**config.mk**
```make
export PLATFORM = sky130hd
export DESIGN_NAME = iis_rx_deser
export DESIGN_NICKNAME = d
export VERILOG_FILES = /design/src/rtl/iis_pkg.sv /design/src/rtl/iis_rx_fifo.sv /design/src/rtl/iis_rx_deser.sv
export SDC_FILE = /design/constraint.sdc
export NUM_CORES = 1
export LEC_CHECK = 0
export BUFFER_PORTS_ARGS = -buffer_cell sky130_fd_sc_hd__buf_2
export CORE_MARGIN = 2
export CORE_UTILIZATION = 61
export CTS_CLUSTER_DIAMETER = 200
export CTS_CLUSTER_SIZE = 40
export DETAILED_ROUTE_END_ITERATION = 12
export PLACE_DENSITY_LB_ADDON = 0.12
export SKIP_CTS_REPAIR_TIMING = 1
export SYNTH_ARGS = -nofsm -noshare
export SYNTH_HDL_FRONTEND = slang
export SYNTH_SLANG_ARGS = --single-unit
```
**constraint.sdc**
```tcl
create_clock -name clk_i -period 4.5 [get_ports clk_i]
set_input_delay 0 -clock clk_i [delete_from_list [all_inputs] [get_ports clk_i]]
set_output_delay 0 -clock clk_i [all_outputs]
set_load 0.01 [all_outputs]
```
**src/rtl/iis_pkg.sv**
```systemverilog
// rtl/iis_pkg.sv - shared types and constants for the I2S receive front-end
package iis_pkg;

  // Deserialiser states: hunting for word alignment, then alternating channels.
  typedef enum logic [1:0] {
    SYNC  = 2'd0,
    LEFT  = 2'd1,
    RIGHT = 2'd2
  } rx_state_e;

  // Default channel word width used by the frame type.
  localparam int unsigned IIS_DATA_W = 16;

  // Word-select levels of the two channels.
  localparam logic WS_LEFT  = 1'b0;
  localparam logic WS_RIGHT = 1'b1;

  // One stereo frame as it leaves the FIFO: left word in the upper half.
  typedef struct packed {
    logic [IIS_DATA_W-1:0] left;
    logic [IIS_DATA_W-1:0] right;
  } iis_frame_t;

endpackage

```
**src/rtl/iis_rx_fifo.sv**
```systemverilog
// rtl/iis_rx_fifo.sv - synchronous first-word-fall-through FIFO with drop flag
module iis_rx_fifo #(
  parameter int WIDTH = 32,
  parameter int DEPTH = 4
) (
  input  logic                       clk_i,
  input  logic                       rst_n,
  input  logic                       flush_i,
  input  logic                       push_i,
  input  logic [WIDTH-1:0]           push_data_i,
  input  logic                       pop_i,
  output logic [WIDTH-1:0]           pop_data_o,
  output logic                       empty_o,
  output logic [$clog2(DEPTH):0]     level_o,
  output logic                       drop_o
);

  localparam int AW = $clog2(DEPTH);

  logic [WIDTH-1:0] r_mem [DEPTH];
  logic [AW-1:0]    r_wr_ptr;
  logic [AW-1:0]    r_rd_ptr;
  logic [AW:0]      r_level;
  logic             r_drop;

  logic w_full;
  logic w_empty;
  logic w_pop;
  logic w_push;

  assign w_full  = (r_level == (AW+1)'(DEPTH));
  assign w_empty = (r_level == '0);
  // A pop frees a slot in the same cycle, so a push into a full FIFO still
  // lands when the head is being taken.
  assign w_pop   = pop_i & ~flush_i & ~w_empty;
  assign w_push  = push_i & ~flush_i & (~w_full | w_pop);

  // Storage array; contents need no reset because the head is masked when empty.
  always_ff @(posedge clk_i) begin
    if (w_push) begin
      r_mem[r_wr_ptr] <= push_data_i;
    end
  end

  // Pointers, occupancy and the registered drop pulse.
  always_ff @(posedge clk_i or negedge rst_n) begin
    if (!rst_n) begin
      r_wr_ptr <= '0;
      r_rd_ptr <= '0;
      r_level  <= '0;
      r_drop   <= 1'b0;
    end else if (flush_i) begin
      r_wr_ptr <= '0;
      r_rd_ptr <= '0;
      r_level  <= '0;
      r_drop   <= 1'b0;
    end else begin
      if (w_push) begin
        r_wr_ptr <= r_wr_ptr + 1'b1;
      end
      if (w_pop) begin
        r_rd_ptr <= r_rd_ptr + 1'b1;
      end
      r_level <= r_level + {{AW{1'b0}}, w_push} - {{AW{1'b0}}, w_pop};
      r_drop  <= push_i & w_full & ~w_pop;
    end
  end

  assign pop_data_o = w_empty ? '0 : r_mem[r_rd_ptr];
  assign empty_o    = w_empty;
  assign level_o    = r_level;
  assign drop_o     = r_drop;

endmodule

```
**src/rtl/iis_rx_deser.sv**
```systemverilog
// rtl/iis_rx_deser.sv - I2S pin synchroniser, stereo deserialiser and frame buffer
module iis_rx_deser
  import iis_pkg::*;
#(
  parameter int DATA_W     = 16,
  parameter int FIFO_DEPTH = 4
) (
  input  logic                          clk_i,
  input  logic                          rst_n,
  input  logic                          en_i,
  input  logic                          sck_i,
  input  logic                          ws_i,
  input  logic                          sd_i,
  output logic [2*DATA_W-1:0]           frame_o,
  output logic                          valid_o,
  input  logic                          ready_i,
  output logic [$clog2(FIFO_DEPTH):0]   level_o,
  output logic                          overrun_o
);

  localparam int CNT_W = $clog2(DATA_W + 1);

  logic [1:0]        r_sck_sync;
  logic [1:0]        r_ws_sync;
  logic [1:0]        r_sd_sync;
  logic              r_sck_q;

  rx_state_e         r_state;
  rx_state_e         w_state_nx;
  logic [DATA_W-1:0] r_shift;
  logic [CNT_W-1:0]  r_cnt;
  logic [DATA_W-1:0] r_left;
  logic              r_ws_prev;

  logic              w_sck_s;
  logic              w_ws_s;
  logic              w_sd_s;
  logic              w_rise;
  logic              w_cnt_full;
  logic [DATA_W-1:0] w_shift_nx;
  logic [CNT_W-1:0]  w_cnt_nx;
  logic [DATA_W-1:0] w_word;
  logic              w_clear;
  logic              w_shift_en;
  logic              w_latch_left;
  logic              w_push;
  logic              w_empty;

  // Two-flop synchronisers on the pins plus a delay flop for SCK edge detect;
  // these keep running while the receiver is disabled.
  always_ff @(posedge clk_i or negedge rst_n) begin
    if (!rst_n) begin
      r_sck_sync <= '0;
      r_ws_sync  <= '0;
      r_sd_sync  <= '0;
      r_sck_q    <= 1'b0;
    end else begin
      r_sck_sync <= {r_sck_sync[0], sck_i};
      r_ws_sync  <= {r_ws_sync[0], ws_i};
      r_sd_sync  <= {r_sd_sync[0], sd_i};
      r_sck_q    <= r_sck_sync[1];
    end
  end

  assign w_sck_s = r_sck_sync[1];
  assign w_ws_s  = r_ws_sync[1];
  assign w_sd_s  = r_sd_sync[1];
  assign w_rise  = w_sck_s & ~r_sck_q;

  // Bits past DATA_W are ignored: the shifter freezes once the count saturates.
  assign w_cnt_full = (r_cnt == CNT_W'(DATA_W));
  assign w_shift_nx = w_cnt_full ? r_shift : {r_shift[DATA_W-2:0], w_sd_s};
  assign w_cnt_nx   = w_cnt_full ? r_cnt : r_cnt + 1'b1;
  // Short words are left-aligned so the MSB always sits at the top.
  assign w_word     = w_shift_nx << (CNT_W'(DATA_W) - w_cnt_nx);

  // State register of the channel tracker.
  always_ff @(posedge clk_i or negedge rst_n) begin
    if (!rst_n) begin
      r_state <= SYNC;
    end else begin
      r_state <= w_state_nx;
    end
  end

  // Next state and per-edge actions; the bit seen with the new WS level is
  // still the last bit of the channel that is ending.
  always_comb begin
    w_state_nx   = r_state;
    w_clear      = 1'b0;
    w_shift_en   = 1'b0;
    w_latch_left = 1'b0;
    w_push       = 1'b0;
    if (en_i && w_rise) begin
      case (r_state)
        SYNC: begin
          if (r_ws_prev == WS_RIGHT && w_ws_s == WS_LEFT) begin
            w_state_nx = LEFT;
            w_clear    = 1'b1;
          end
        end
        LEFT: begin
          if (w_ws_s == WS_RIGHT) begin
            w_latch_left = 1'b1;
            w_clear      = 1'b1;
            w_state_nx   = RIGHT;
          end else begin
            w_shift_en = 1'b1;
          end
        end
        RIGHT: begin
          if (w_ws_s == WS_LEFT) begin
            w_push     = 1'b1;
            w_clear    = 1'b1;
            w_state_nx = LEFT;
          end else begin
            w_shift_en = 1'b1;
          end
        end
        default: begin
          w_state_nx = SYNC;
        end
      endcase
    end
    if (!en_i) begin
      w_state_nx = SYNC;
    end
  end

  // Shifter, bit counter, held left word and previous WS sample.
  always_ff @(posedge clk_i or negedge rst_n) begin
    if (!rst_n) begin
      r_shift   <= '0;
      r_cnt     <= '0;
      r_left    <= '0;
      r_ws_prev <= 1'b0;
    end else if (!en_i) begin
      r_shift   <= '0;
      r_cnt     <= '0;
      r_left    <= '0;
      r_ws_prev <= 1'b0;
    end else begin
      if (w_rise) begin
        r_ws_prev <= w_ws_s;
      end
      if (w_clear) begin
        r_shift <= '0;
        r_cnt   <= '0;
      end else if (w_shift_en) begin
        r_shift <= w_shift_nx;
        r_cnt   <= w_cnt_nx;
      end
      if (w_latch_left) begin
        r_left <= w_word;
      end
    end
  end

  iis_rx_fifo #(
    .WIDTH (2*DATA_W),
    .DEPTH (FIFO_DEPTH)
  ) u_fifo (
    .clk_i       (clk_i),
    .rst_n       (rst_n),
    .flush_i     (~en_i),
    .push_i      (w_push),
    .push_data_i ({r_left, w_word}),
    .pop_i       (ready_i),
    .pop_data_o  (frame_o),
    .empty_o     (w_empty),
    .level_o     (level_o),
    .drop_o      (overrun_o)
  );

  assign valid_o = ~w_empty;

endmodule

```
# Word level (Yosys, flattened, before mapping)
# Memories as Yosys holds them, arrays and structs flattened.
# Cells that the tools add are included.
# word_totals
regBits,55
ramBits,128
output_inout_bits,37
in_bits,7
elab_cells,90
memories,1
# memory_table
name,words,width,read_ports,rd_ports_with_merged_regs,wr,line_no,text
u_fifo.r_mem,4,32,1,0,1,iis_rx_fifo.sv:20,logic [WIDTH-1:0] r_mem [DEPTH];
# op_classes
n_reduce_logical,5
n_eq_ne,13
n_bitwise,13
n_mux,38
shifts,1
n_addsub,6
# op_table
cell,count
16-bit 2-to-1 mux,6
32-bit 2-to-1 mux,1
5-bit 2-to-1 mux,4
2-bit 2-to-1 mux,9
16-bit by 5-bit left shift with 16-bit output,1
1-bit 2-to-1 mux,14
"2-bit by 1-bit inequality test with 1-bit output, second input constant",5
"3-bit inequality test, second input constant",3
1-bit AND,7
2-bit case mux with 3 select lines,1
"5-bit by 1-bit adder with 5-bit output, second input constant",1
"5-bit equality test, second input constant",1
1-bit NOT,5
"5-bit subtractor, first input constant",1
"2-bit by 1-bit adder with 2-bit output, second input constant",2
4-bit AND reduction,1
3-bit by 1-bit adder with 3-bit output,1
"3-bit equality test, second input constant",1
3-bit logical NOT,1
3-bit 2-to-1 mux,1
"3-bit by 1-bit inequality test with 1-bit output, second input constant",1
1-bit case mux with 3 select lines,1
3-bit by 1-bit subtractor with 3-bit output,1
"2-bit by 1-bit equality test with 1-bit output, second input constant",1
5 further kinds,6

# Logic depth before layout (Yosys ltp)
# logic_depth
ltp_word,9
ltp_mapped,18
depth_no_buf,12

# By module
# Synthesis repeated with hierarchy kept, for this count alone.
# unflattened
hier_cells,586
hier_area_um2,8501.9
# by_module_without_submodules
mod,seq_area_each_um2,area_each_um2,n_inst,cells_per_inst
iis_rx_fifo,4043.9,5383.9,1,252
iis_rx_deser,1176.1,3118.0,1,334

# Worst setup path after synthesis
# Ideal clock, no wire load.
# synth_path
path_kind,flip-flop to flip-flop
start,reg r_cnt[0]
end,reg r_left[15]
slack_ps,458
required_ps,4374
setup_time_ps,126
path_stages_with_launch,18
period_less_slack_ps,4042
arrival_ps,3916
path_buffers,6
path_cell_list,dfrtp_1 -> clkbuf_1 -> inv_1 -> clkbuf_1 -> clkbuf_1 -> ha_1 -> nor4bb_1 -> buf_2 -> xnor2_1 -> inv_1 -> ha_1 -> buf_2 -> buf_2 -> mux2_2 -> a21oi_1 -> o21ai_0 -> o21a_1 -> a221o_1
# synth_between
elab_chain_cells,6
word_cells_on_any_way,8
classes_between,2 x add/sub; 1 x eq/ne; 1 x shift; 4 x mux
# synth_lines
element,line_no,text
from (decl),iis_rx_deser.sv:31,logic [CNT_W-1:0] r_cnt;
from (signal assigned),iis_rx_deser.sv:151,r_cnt <= w_cnt_nx;
5-bit by 1-bit adder with 5-bit output / 5-bit equality test (equally long branches),"iis_rx_deser.sv:73, iis_rx_deser.sv:71",
5-bit 2-to-1 mux,iis_rx_deser.sv:73,assign w_cnt_nx = w_cnt_full ? r_cnt : r_cnt + 1'b1;
5-bit subtractor,iis_rx_deser.sv:75,assign w_word = w_shift_nx << (CNT_W'(DATA_W) - w_cnt_nx);
16-bit by 5-bit left shift with 16-bit output *,iis_rx_deser.sv:75,
16-bit 2-to-1 mux *,iis_rx_deser.sv:153,if (w_latch_left) begin
16-bit 2-to-1 mux *,iis_rx_deser.sv:137,end else if (!en_i) begin
to (signal assigned),iis_rx_deser.sv:154,r_left <= w_word;
to (decl),iis_rx_deser.sv:32,logic [DATA_W-1:0] r_left;
# Every way passes the cells marked *; elsewhere a longest branch is shown, timed or not. The select of a mux whose other input is x is not followed.
# A chain may end at the register's enable or synchronous reset.

# Worst setup path after layout
# layout_path
start,reg r_cnt[1]
end,mem u_fifo.r_mem[2][15] (data pin)
# layout_between
elab_chain_cells,4
word_cells_on_any_way,6
classes_between,2 x add/sub; 1 x eq/ne; 1 x shift; 2 x mux
# layout_lines
element,line_no,text
5-bit by 1-bit adder with 5-bit output / 5-bit equality test (equally long branches),"iis_rx_deser.sv:73, iis_rx_deser.sv:71",
5-bit 2-to-1 mux,iis_rx_deser.sv:73,
5-bit subtractor,iis_rx_deser.sv:75,
16-bit by 5-bit left shift with 16-bit output *,iis_rx_deser.sv:75,
named net u_fifo.push_data_i[15],iis_rx_fifo.sv:10,"input logic [WIDTH-1:0] push_data_i,"
to (decl),iis_rx_fifo.sv:20,
# The timed path passes the listed nets; every way through them passes the cells marked *.

==> flow_metrics.tcl <==
set metrics [dict create \
    run_status "finished clean" \
    place_congestion 0.8478 \
    power_density_mw_per_mm2 380.9 \
    cpMaxStageDelayCell "sky130_fd_sc_hd__ha_1" \
    tritoncts "done" \
    setup_viol 0 \
    critical_path_arrival_ns 4.03 \
    grt_antenna_before_repair 0 \
    static-leakage-power_nw 3.821 \
    synthesis.nets 598 \
    clock_skew_ns 0.007924 \
    synth_enable_flop_cells 128 \
    setup.worst_path.start_class "flip-flop" \
    post_layout_nets 641 \
    final_cells 811 \
    wire_length_of_the_first_global_routing_pass_mm 24.94 \
    clock_latency_ns 0.43 \
    seq_area_frac_synth_pct 62.32 \
    cp.required_ns 4.69 \
    worstPathMaxFanout 18 \
    core_region_area_mm2 0.01335 \
    post-dp-hpwl_mm 9.888 \
    timing.critical_path.cells "inv_1, ha_1, nor4bb_2, buf_4, xnor2_1, inv_1, ha_1, mux2i_1, mux2_2, mux4_2, o22ai_1" \
    setup_repair_after_global_routing_missed_its_margin "false" \
    r2r.worst_path.cells 11 \
    grt_remaining_overflow 0 \
    max-clock-path-buffers 2 \
    async_reset_ff_share_pct 30.05 \
    tightestPinTransition_ns 1.190 \
    critPathMaxStageDelay_ns 0.77 \
    routed-via-count 4888 \
    ff_latch_area_mm2 0.005223 \
    wire_length_per_cell_um 19.31 \
    ctsHtreeMaxLevel 4 \
    buffer_ports.inserted 43 \
    synth_flop_cell "sky130_fd_sc_hd__edfxtp_1" \
    fin_hold_ws_ns 0.2105 \
    critPathKind "reg -> reg" \
    holdPathStages 2 \
    final_min_period_over_clock_period_pct 85.40 \
    clk_pin_slew_ns 0.06 \
    critPathCaptureType "flip-flop" \
    grt_max_degree 56 \
    track_usage_pct 22.74 \
    timing.max_cap.violations 0 \
    timing_hold_violations_final 0 \
    dpl.cell_count 774 \
    area_occupied_by_multi_input_gates_mm2 0.002949 \
    synth_to_layout_area_growth_pct 12.10 \
    regToRegSetupSlack_ns 0.66 \
    critical_path.reg2reg.endpoint "u_fifo.r_mem[2][15]" \
    min_to "r_sck_sync[0]" \
    antenna_left 0 \
    fillers 911 \
    slew_headroom_pct 20.51 \
    fmax_mhz 260.2 \
    drt-pass1-iter-count 5 \
    timing.setup.tns_ns 0 \
    ys.warnings.count 0 \
    syn-instance-count 580 \
    die_width_um 121.2 \
    drv_slew 0 \
    hold_start "sck_i" \
    die_area_mm2 0.01468 \
    grt_pass1_vias 4745 \
    drt-initial-drc-count 417 \
    critical_register_to_register_path_startpoint "r_cnt[1]" \
    ctsRootBufferMaster "sky130_fd_sc_hd__clkbuf_16" \
    floorplan.die.height_um 121.2 \
    ant_diodes 0 \
    clock_sinks 183 \
    syn_area_mm2 0.008376 \
    cts_buffers 17 \
    share_of_cells_above_drive_strength_1_pct 22.83 \
    starting_density_of_the_core_pct 62.75 \
    postSynthAreaPerCell_um2 14.44 \
    wirelength_mm 15.66 \
    num_io_pins 44 \
    drt_drc_violations_left 0 \
    postPlaceCellArea_mm2 0.008753 \
    routed_via_density 6.027 \
    synth_seq_cells 183 \
    ir_drop_mv 0.2506 \
    number_of_distinct_library_cells_after_synthesis 54 \
    totalPowerFinal_mw 3.576 \
    post-route-cell-area_mm2 0.009389 \
    timing.hold.worst.class "in -> reg" \
    rows 42 \
    finalCriticalPeriod_ns 3.843 \
]
-- routing by layer --
metal | global-route usage [%] | routed length [um] | up-vias
li1 | - | - | 2251
met1 | 29.71 | 6711 | 2479
met2 | 37.54 | 7894 | 136
met3 | 5.451 | 775 | 22
met4 | 8.261 | 279 | 0
met5 | 0 | 0 | -
-- report_power, final --
part	total, mW	switching (mW)	internal (mW)	leakage, nW
clock network	1.45	0.624	0.822	0.276
logic	0.273	0.135	0.138	1.35
registers	1.86	0.0587	1.80	2.19
total	3.58	0.818	2.76	3.82
-- registers in the layout (all words and copies together), names as in the netlist, 2 cells and up --
| name | cells |
|---|---|
| r_sck_sync | 2 |
| u_fifo.r_mem | 128 |
| r_cnt | 5 |
| u_fifo.level_o | 3 |
| u_fifo.r_rd_ptr | 2 |
| r_state | 2 |
| r_shift | 16 |
| r_left | 16 |
| r_sd_sync | 2 |
| u_fifo.r_wr_ptr | 2 |
| r_ws_sync | 2 |
-- worst max-delay path: cells and delay by family (launching register included) --
| kind | cells | cell delay (ns) |
|---|---|---|
| adder cells (fa/ha/maj) | 2 | 0.96 |
| multiplexers | 3 | 1.04 |
| buffers and inverters | 3 | 0.42 |
| AO/OA/AOI/OAI | 1 | 0.36 |
| AND/OR/NAND/NOR | 1 | 0.21 |
| flip-flops | 1 | 0.43 |
| XOR/XNOR | 1 | 0.19 |
-- synth_stat cells (2+ instances only) --
library cell                  n  area (um2)
sky130_fd_sc_hd__mux2i_1     36       360.4
sky130_fd_sc_hd__mux2_2      14       157.7
sky130_fd_sc_hd__a211oi_1     2       15.01
sky130_fd_sc_hd__o21ai_0     12       60.06
sky130_fd_sc_hd__o21a_1       3       22.52
sky130_fd_sc_hd__a21oi_1     19       95.09
sky130_fd_sc_hd__nand2_1     18       67.56
sky130_fd_sc_hd__and2_1      45       281.5
sky130_fd_sc_hd__nand2b_1    10       62.56
sky130_fd_sc_hd__a221o_1      8       80.08
sky130_fd_sc_hd__inv_1       15       56.30
sky130_fd_sc_hd__clkbuf_1    24       90.09
sky130_fd_sc_hd__nor3_1      11       55.05
sky130_fd_sc_hd__or3_1        5       31.28
sky130_fd_sc_hd__mux4_2      34       765.7
sky130_fd_sc_hd__nand3_1      6       30.03
sky130_fd_sc_hd__a22o_1       8       70.07
sky130_fd_sc_hd__o22ai_1      9       56.30
sky130_fd_sc_hd__buf_2        8       40.04
sky130_fd_sc_hd__nor2b_1      6       37.54
sky130_fd_sc_hd__xnor2_1     10       87.58
sky130_fd_sc_hd__nor2_1      47       176.4
sky130_fd_sc_hd__ha_1        10       125.1
sky130_fd_sc_hd__edfxtp_1   128        3844
sky130_fd_sc_hd__dfrtp_1     55        1376
sky130_fd_sc_hd__or2_2        2       12.51
sky130_fd_sc_hd__buf_1        4       15.01
sky130_fd_sc_hd__nand4bb_1    2       22.52
sky130_fd_sc_hd__a21o_1       3       22.52
sky130_fd_sc_hd__a32oi_1      2       17.52
-- stage by stage --
step | util, % | worst slack, ns
after floorplan | - | 0.4577
after global placement | 65.58 | 0.7775
after detailed placement | 65.58 | 0.7178
after CTS | 69.89 | 0.6878
after global routing | 70.34 | 0.4017
final | 70.34 | 0.6569
-- placed cells by master, fill, tap and decap left out, drive strengths merged, types with 2 or more instances in the layout --
cell type,n
clkbuf,18
nand3,6
dlygate4sd3,6
a21o,3
nand2,18
a22o,8
a21oi,19
a211oi,2
a32oi,2
mux4,34
o21a,3
nand2b,10
mux2i,36
edfxtp,128
dfrtp,55
xnor2,11
o22ai,9
nand4bb,2
or2,2
o21ai,12
bufinv,2
clkinvlp,3
buf,55
and2,45
mux2,15
a221o,8
nor2b,6
ha,10
nor3,11
clkinv,4
nor2,49
inv,19
or3,5
-- cell families after synthesis --
family                   Yosys count  synth area share, %
flip-flops                       183                62.32
AND/OR/NAND/NOR                  161                10.20
multiplexers                      85                15.51
AO/OA/AOI/OAI                     76                6.349
buffers and inverters             52                2.540
XOR/XNOR                          12                1.345
adder cells (fa/ha/maj)           11                1.733
-- layout make-up --
cell class / count / area share [%]
multi-input combinational: 345 / 31.41
clock buffer: 18 / 4.571
inverter: 15 / 0.5997
timing repair buffer: 61 / 3.891
tap: 176 / 2.345
sequential: 183 / 55.62
clock inverter: 13 / 1.559
-- worst max path at each step --
stage                  start             endpoint
floorplan           r_cnt[0]           r_left[15]
global placement    r_cnt[1]            r_left[8]
detailed placement  r_cnt[1]            r_left[8]
CTS                 r_cnt[1]            r_left[8]
global route        r_cnt[1]            r_left[8]
finish              r_cnt[1]  u_fifo.r_mem[2][15]
Power figures use the tool's default switching activity.
